===== config.mk =====
export PLATFORM = sky130hd
export DESIGN_NAME = ltpi_i2c_event_tx_stage_flat
export DESIGN_NICKNAME = d
export VERILOG_FILES = /design/src/rtl/ltpi_i2c_event_tx_stage_pkg.sv /design/src/rtl/ltpi_i2c_event_tx_stage_if.sv /design/src/rtl/ltpi_i2c_event_tx_stage_chan.sv /design/src/rtl/ltpi_i2c_event_tx_stage.sv /design/src/flat_wrapper.sv
export SDC_FILE = /design/constraint.sdc
export NUM_CORES = 1
export LEC_CHECK = 0
export CORE_MARGIN = 10
export CORE_UTILIZATION = 45
export CTS_CLUSTER_SIZE = 30
export DETAILED_ROUTE_END_ITERATION = 6
export GPL_TIMING_DRIVEN = 0
export PLACE_DENSITY = 0.8
export SLEW_MARGIN = 30
export SYNTH_ARGS = -nofsm -noshare
export SYNTH_HDL_FRONTEND = slang
export SYNTH_SLANG_ARGS = --single-unit

===== constraint.sdc =====
create_clock -name clk -period 11.27 [get_ports clk]
set_clock_uncertainty 0.1 [all_clocks]
set_input_delay 1.127 -clock clk [delete_from_list [all_inputs] [get_ports clk]]
set_output_delay 1.127 -clock clk [all_outputs]
set_load 0.005 [all_outputs]

===== src/rtl/ltpi_i2c_event_tx_stage_pkg.sv =====
// Shared types for the LTPI I2C event path: event code, six-channel event
// array, the flush/run state enum and a small popcount helper.
package ltpi_pkg;

  typedef logic [3:0] i2c_evt_t;
  typedef i2c_evt_t [5:0] i2c_evt_arr_t;

  localparam i2c_evt_t I2C_EVT_IDLE = 4'h0;

  typedef enum logic {
    FLUSH = 1'b0,
    RUN   = 1'b1
  } evt_fsm_t;

  // Number of set bits in a six-bit channel vector (0..6).
  function automatic logic [2:0] count_ones(input logic [5:0] vec);
    logic [2:0] num;
    num = '0;
    for (int i = 0; i < 6; i++) begin
      num = num + {2'b00, vec[i]};
    end
    return num;
  endfunction

endpackage


===== src/rtl/ltpi_i2c_event_tx_stage_if.sv =====
// Valid/ready handshake carrying the 24-bit I2C field towards the
// operational-frame encoder. master = this stage, slave = the encoder.
interface ltpi_i2c_event_tx_stage_if;
  import ltpi_pkg::*;

  logic         fld_valid;
  logic         fld_ready;
  i2c_evt_arr_t fld_data;

  modport master (output fld_valid, output fld_data, input fld_ready);
  modport slave  (input fld_valid, input fld_data, output fld_ready);

endinterface


===== src/rtl/ltpi_i2c_event_tx_stage_chan.sv =====
// One I2C channel: edge detector on the incoming event code, a one-deep
// pending slot that the encoder drains, and an overflow pulse when a newer
// event overwrites a code that has not been taken yet.
module ltpi_i2c_evt_chan
  import ltpi_pkg::*;
#(
  parameter bit       ENABLE    = 1'b1,
  parameter i2c_evt_t IDLE_CODE = I2C_EVT_IDLE
) (
  input  logic     clk,
  input  logic     reset_n,
  input  logic     capture_en,
  input  logic     xfer,
  input  i2c_evt_t evt_in,
  output logic     pending,
  output i2c_evt_t code,
  output logic     ovf
);

  i2c_evt_t prev;
  logic     new_evt;

  assign new_evt = ENABLE && capture_en && (evt_in != prev) && (evt_in != IDLE_CODE);
  assign ovf     = new_evt && pending && !xfer;

  // Track the input every cycle; a new event loads the slot even when the
  // encoder drains it in the same cycle, so loading wins over clearing.
  always_ff @(posedge clk or negedge reset_n) begin
    if (!reset_n) begin
      prev    <= IDLE_CODE;
      pending <= 1'b0;
      code    <= IDLE_CODE;
    end else begin
      prev <= evt_in;
      if (!capture_en) begin
        pending <= 1'b0;
        code    <= IDLE_CODE;
      end else if (new_evt) begin
        pending <= 1'b1;
        code    <= evt_in;
      end else if (xfer) begin
        pending <= 1'b0;
        code    <= IDLE_CODE;
      end
    end
  end

endmodule


===== src/rtl/ltpi_i2c_event_tx_stage.sv =====
// I2C event transmit stage between SMBus management and the operational
// frame encoder. Holds per-channel events until the encoder takes them,
// flushes whenever the link is not operational, and keeps overflow counts.
// Optional statistics (per-channel transfer counts, longest stall) are
// built when LTPI_I2C_EVT_STATS_EN is defined.
module ltpi_i2c_event_tx_stage
  import ltpi_pkg::*;
#(
  parameter int               NUM_CH    = 6,
  parameter int               EVT_W     = 4,
  parameter logic [EVT_W-1:0] IDLE_CODE = 4'h0,
  parameter int               CNT_W     = 16
) (
  input  logic                  clk,
  input  logic                  reset_n,
  input  logic                  link_operational,
  input  i2c_evt_arr_t          i2c_event_in,
  ltpi_i2c_event_tx_stage_if.master fld,
  output logic [5:0]            ovf_flag,
  input  logic                  ovf_clr,
  output logic [CNT_W-1:0]      ovf_cnt
`ifdef LTPI_I2C_EVT_STATS_EN
  ,
  output logic [5:0][CNT_W-1:0] evt_cnt,
  output logic [CNT_W-1:0]      max_wait
`endif
);

  evt_fsm_t     state, state_next;
  logic         capture_en;
  logic         xfer;
  logic [5:0]   pending;
  logic [5:0]   ovf_vec;
  i2c_evt_arr_t code_arr;
  i2c_evt_arr_t data_int;
  logic [2:0]   ovf_num;
  logic [CNT_W:0] ovf_sum;

  // State register: FLUSH out of reset, otherwise follows link state.
  always_ff @(posedge clk or negedge reset_n) begin
    if (!reset_n) state <= FLUSH;
    else          state <= state_next;
  end

  // Next state; capture only in RUN while the link is still up, so a link
  // drop clears all pending slots at the coming edge.
  always_comb begin
    state_next = state;
    capture_en = 1'b0;
    case (state)
      FLUSH: if (link_operational) state_next = RUN;
      RUN: begin
        capture_en = link_operational;
        if (!link_operational) state_next = FLUSH;
      end
      default: state_next = FLUSH;
    endcase
  end

  for (genvar ch = 0; ch < 6; ch++) begin : g_ch
    ltpi_i2c_evt_chan #(
      .ENABLE    (ch < NUM_CH),
      .IDLE_CODE (IDLE_CODE)
    ) u_chan (
      .clk        (clk),
      .reset_n    (reset_n),
      .capture_en (capture_en),
      .xfer       (xfer),
      .evt_in     (i2c_event_in[ch]),
      .pending    (pending[ch]),
      .code       (code_arr[ch]),
      .ovf        (ovf_vec[ch])
    );
  end

  // Field presented to the encoder: pending codes, idle for empty slots.
  always_comb begin
    data_int = '0;
    for (int i = 0; i < 6; i++) begin
      data_int[i] = pending[i] ? code_arr[i] : IDLE_CODE;
    end
  end

  assign fld.fld_data  = data_int;
  assign fld.fld_valid = (state == RUN) && (|pending);
  assign xfer          = fld.fld_valid && fld.fld_ready;

  assign ovf_num = count_ones(ovf_vec);
  assign ovf_sum = {1'b0, ovf_cnt} + {{(CNT_W-2){1'b0}}, ovf_num};

  // Sticky overflow flags and saturating total; clear beats a new overflow.
  always_ff @(posedge clk or negedge reset_n) begin
    if (!reset_n) begin
      ovf_flag <= '0;
      ovf_cnt  <= '0;
    end else if (ovf_clr) begin
      ovf_flag <= '0;
      ovf_cnt  <= '0;
    end else begin
      ovf_flag <= ovf_flag | ovf_vec;
      ovf_cnt  <= ovf_sum[CNT_W] ? {CNT_W{1'b1}} : ovf_sum[CNT_W-1:0];
    end
  end

`ifdef LTPI_I2C_EVT_STATS_EN
  logic [CNT_W-1:0] wait_cur;
  logic [CNT_W-1:0] wait_inc;

  assign wait_inc = (wait_cur == {CNT_W{1'b1}}) ? wait_cur : wait_cur + CNT_W'(1);

  // Per-channel count of codes handed to the encoder, saturating.
  always_ff @(posedge clk or negedge reset_n) begin
    if (!reset_n) begin
      evt_cnt <= '0;
    end else begin
      for (int i = 0; i < 6; i++) begin
        if (ovf_clr)
          evt_cnt[i] <= '0;
        else if (xfer && pending[i] && (evt_cnt[i] != {CNT_W{1'b1}}))
          evt_cnt[i] <= evt_cnt[i] + CNT_W'(1);
      end
    end
  end

  // Longest run of stalled cycles (valid high, ready low) seen so far.
  always_ff @(posedge clk or negedge reset_n) begin
    if (!reset_n) begin
      wait_cur <= '0;
      max_wait <= '0;
    end else if (fld.fld_valid && !fld.fld_ready) begin
      wait_cur <= wait_inc;
      if (wait_inc > max_wait) max_wait <= wait_inc;
    end else begin
      wait_cur <= '0;
    end
  end
`endif

endmodule


===== src/flat_wrapper.sv =====
// flat-port wrapper written by rule: the top's interface ports become plain ports
module ltpi_i2c_event_tx_stage_flat import ltpi_pkg::*;
#(
  parameter int               NUM_CH    = 6,
  parameter int               EVT_W     = 4,
  parameter logic [EVT_W-1:0] IDLE_CODE = 4'h0,
  parameter int               CNT_W     = 16
)
  (clk, reset_n, link_operational, i2c_event_in, ovf_flag, ovf_clr, ovf_cnt, fld_fld_valid, fld_fld_data, fld_fld_ready);
  ltpi_i2c_event_tx_stage_if fld_i ();
  input  logic clk;
  input  logic reset_n;
  input  logic link_operational;
  input  i2c_evt_arr_t i2c_event_in;
  output logic [5:0] ovf_flag;
  input  logic ovf_clr;
  output logic [CNT_W-1:0] ovf_cnt;
  output wire logic [$bits(fld_i.fld_valid)-1:0] fld_fld_valid;
  output wire logic [$bits(fld_i.fld_data)-1:0] fld_fld_data;
  input wire logic [$bits(fld_i.fld_ready)-1:0] fld_fld_ready;
  assign fld_fld_valid = fld_i.fld_valid;
  assign fld_fld_data = fld_i.fld_data;
  assign fld_i.fld_ready = fld_fld_ready;
  ltpi_i2c_event_tx_stage #(.NUM_CH(NUM_CH), .EVT_W(EVT_W), .IDLE_CODE(IDLE_CODE), .CNT_W(CNT_W)) u_core (.clk(clk), .reset_n(reset_n), .link_operational(link_operational), .i2c_event_in(i2c_event_in), .fld(fld_i), .ovf_flag(ovf_flag), .ovf_clr(ovf_clr), .ovf_cnt(ovf_cnt));
endmodule

==> run metrics <==
drt drc 0; hold endpoint u_core.g_ch[1].u_chan.code[1]; core area 7767 sq um; via count 2,605; Mapped Avg Cell Area 12.53 sq um; Root Driver clkbuf_8; CP Capture Type flip-flop; fin crit share 49.45%; crit-path most repeated cell fa_1; Worst Path Class, Setup input pin to flip-flop; slew margin rel. 54.07%; R2R depth 15; total CTS buffers 9; status completed; Synth Register Bits 77; CP top delay family adder cells; maximum buffer depth of the clock tree 2; HPWL Detailed 6514 microns; setup tns final 0 ns; Initial DRC Count 57; P&R area growth vs syn 31.13%; worst-skew pair later-pin latency 0.34 ns; CP max stage delay 0.50 ns; Max VDD drop 0.06048 mV; Post-synth ARST share 100.0%; Hold Startpoint u_core.g_ch[1].u_chan.code[1]; site row count 32; fin. max-slew vios 0; Die Y 109.7 microns; Synth cell types 44; post_cts resized 0; Tot GR Track Use 15.15%; crit-path cells clkdlybuf4s50_1 > nand2_2 > buf_2 > a21oi_1 > and3_1 > ha_1 > inv_1 > fa_1 > fa_1 > fa_1 > fa_1 > and2b_1 > o2111a_2 > nand3_2 > buf_6 > a31oi_2; largest net degree at the start of global routing 46; share of cells above drive strength 1 13.39%; Synth Flop Type dfrtp_1; grt total ovfl 0; DIE AREA 12,030 sq um; Layout Nets 413; setup violators final 0; Achievable Freq 0.1794 GHz; share of the synthesized area in the top cell type 53.21%; clock transition at the registers of the reported paths 0.08 ns; Mapped Cells 289; antenna-violating nets left 0; r2r setup slk 6.56 ns; Hold Path Class flip-flop to flip-flop; Final Core Density 61.13%; Critical Path AT 5.73 ns; Final Wtd Congestion 0.8190; H-tree depth 3; vias in the first global route 2,821; CTS tree yes; top cells by area, synth dfrtp_1 (53%), xnor2_1 (6.8%), a22o_1 (6.3%); Pwr per Cell Area 125.8 nW/um^2; maxcap violations 0; Post-synth EDFFs 0; CTS Sinks 77; Pleak 1.921 nW; mapped cell area 3621 sq um; RR Endpoint u_core.ovf_cnt[13]; Ys Warns 0; register area share after synthesis 53.21%; Hold Fails Final Rpt 0; Top Ports 76; initial antenna violation count 0; Chip Width 109.7 microns; Critical R2R Launch u_core.state; IO Port Bufs 75; Max stage delay cell, worst path fa_1; RSZ-0062 raised after global routing false; hold path depth 1; Worst setup SP type input pin; DR vias/cell 5.393; Pre-Repair DR Iteration Count 4; first-pass GRT wire length 14,460 microns; postcts setup bufs 0; top-count cell post-synth dfrtp_1; CP max FO 10; Critical Path RT 11.43 ns; largest area contributor in the netlist dfrtp_1; routed length per instance 17.71 microns; Post-CTS Hold Buffers 0; Filler Cell Count 631; Ant. Diodes 0; top cells by count, synth dfrtp_1 (77), xnor2_1 (28), and2_1 (27), a22o_1 (26), inv_1 (14); worst slew pin tran 0.6889 ns; Buf/Inv on CP 4; WL final 8553 microns; Initial Util 46.62%; Net Count, Synth 326; minimum clock period 5.574 ns
==> cells in the final DEF, fill, tap and decap left out, types with 2 or more instances in the layout <==
master and n:
nor3_2 2, xor2_1 5, clkinv_2 2, nor3_1 3, clkbuf_8 10, clkbuf_1 2
a21oi_2 10, o21ai_0 2, dfrtp_1 77, nand3_1 2, xnor2_1 28, nand4_1 8
and2_1 27, nor4_1 2, ha_1 4, a41oi_1 5, a31oi_1 3, a21o_1 2
and4_1 3, a211oi_4 4, a41oi_2 4, o211ai_1 2, or4_4 4, inv_1 14
nor2_1 7, a21oi_1 12, clkdlybuf4s50_1 74, nand2_1 5, and3_1 6, bufinv_16 2
fa_1 4, a22o_1 26
==> worst max-delay path by stage <==
| stage | from | end | cells past startpoint |
|---|---|---|---|
| 3_5_place_dp | link_operational | u_core.ovf_cnt[13] | 16 |
| 2_1_floorplan | i2c_event_in[0] | u_core.ovf_cnt[13] | 14 |
| 6_report | link_operational | u_core.ovf_cnt[13] | 16 |
| 4_1_cts | link_operational | u_core.ovf_cnt[13] | 16 |
| 5_1_grt | link_operational | u_core.ovf_cnt[13] | 16 |
| 3_3_place_gp | link_operational | u_core.ovf_cnt[13] | 16 |
==> report_power, final <==
| part | internal (mW) | total, mW | switching [mW] |
|---|---|---|---|
| Clock | 0.130 | 0.230 | 0.100 |
| Sequential | 0.288 | 0.297 | 0.00906 |
| Combinational | 0.0340 | 0.0702 | 0.0362 |
==> worst register-to-register path: stages, from the launching register on <==
cell	delay, ns
dfrtp_1	0.42
nand2_2	0.22
buf_2	0.39
a21oi_1	0.14
and3_1	0.22
ha_1	0.28
inv_1	0.08
fa_1	0.44
fa_1	0.40
fa_1	0.50
fa_1	0.44
and2b_1	0.31
o2111a_2	0.27
nand3_2	0.12
buf_6	0.18
a31oi_2	0.13
==> per-layer routing <==
layer | part of all wire, % | vias up | track usage (%)
met5 | 0 | - | 0
met4 | 1.4 | 0 | 4.554
met3 | 6.0 | 9 | 4.974
met2 | 48 | 70 | 24.19
met1 | 45 | 1282 | 19.20
li1 | - | 1244 | -
==> stage by stage <==
stage | worst slack, ns | hold WS [ns] | cell area, sq um | std cells | total power [mW]
after floorplan | 6.170 | 0.3583 | 3621 | 289 | 0.3346
after CTS | 5.685 | 0.4003 | 4748 | 483 | 0.6025
final | 5.696 | 0.3957 | 4748 | 483 | 0.5975
after global routing | 5.417 | 0.4197 | 4748 | 483 | 0.6219
after global placement | 5.420 | 0.3798 | 4499 | 466 | 0.3700
after detailed placement | 5.352 | 0.3758 | 4524 | 467 | 0.3735
==> cell families (layout without fill, tap and decap cells) <==
logic type	Yosys count	after routing	share of synthesized area, %
AOI/OAI and AO/OA	79	79	19.80
xor gates and xnor gates	33	33	7.982
adders and majority gates	8	8	3.594
buffers and inverters	18	110	2.108
DFF	77	77	53.21
and+or+nand+nor	74	74	13.30
==> layout make-up <==
| cell class | instances | area, sq um | area share, % |
|---|---|---|---|
| Multi-Input combinational cell | 194 | 1618 | 34.07 |
| Sequential cell | 77 | 1927 | 40.58 |
| Clock buffer | 10 | 137.6 | 2.899 |
| Timing Repair Buffer | 76 | 775.7 | 16.34 |
| Inverter | 14 | 52.55 | 1.107 |
| Clock inverter | 6 | 86.33 | 1.818 |
| Tap cell | 102 | 127.6 | 2.688 |
| Buffer | 4 | 23.77 | 0.5007 |
==> state kept, by name (all words and copies together) (netlist names) <==
| signal | flops |
|---|---|
| u_core.g_ch.u_chan.code | 24 |
| u_core.g_ch.u_chan.pending | 6 |
| u_core.g_ch.u_chan.prev | 24 |
| u_core.ovf_cnt | 16 |
| u_core.ovf_flag | 6 |
| u_core.state | 1 |
No activity file was read; power rests on OpenSTA's default activity.
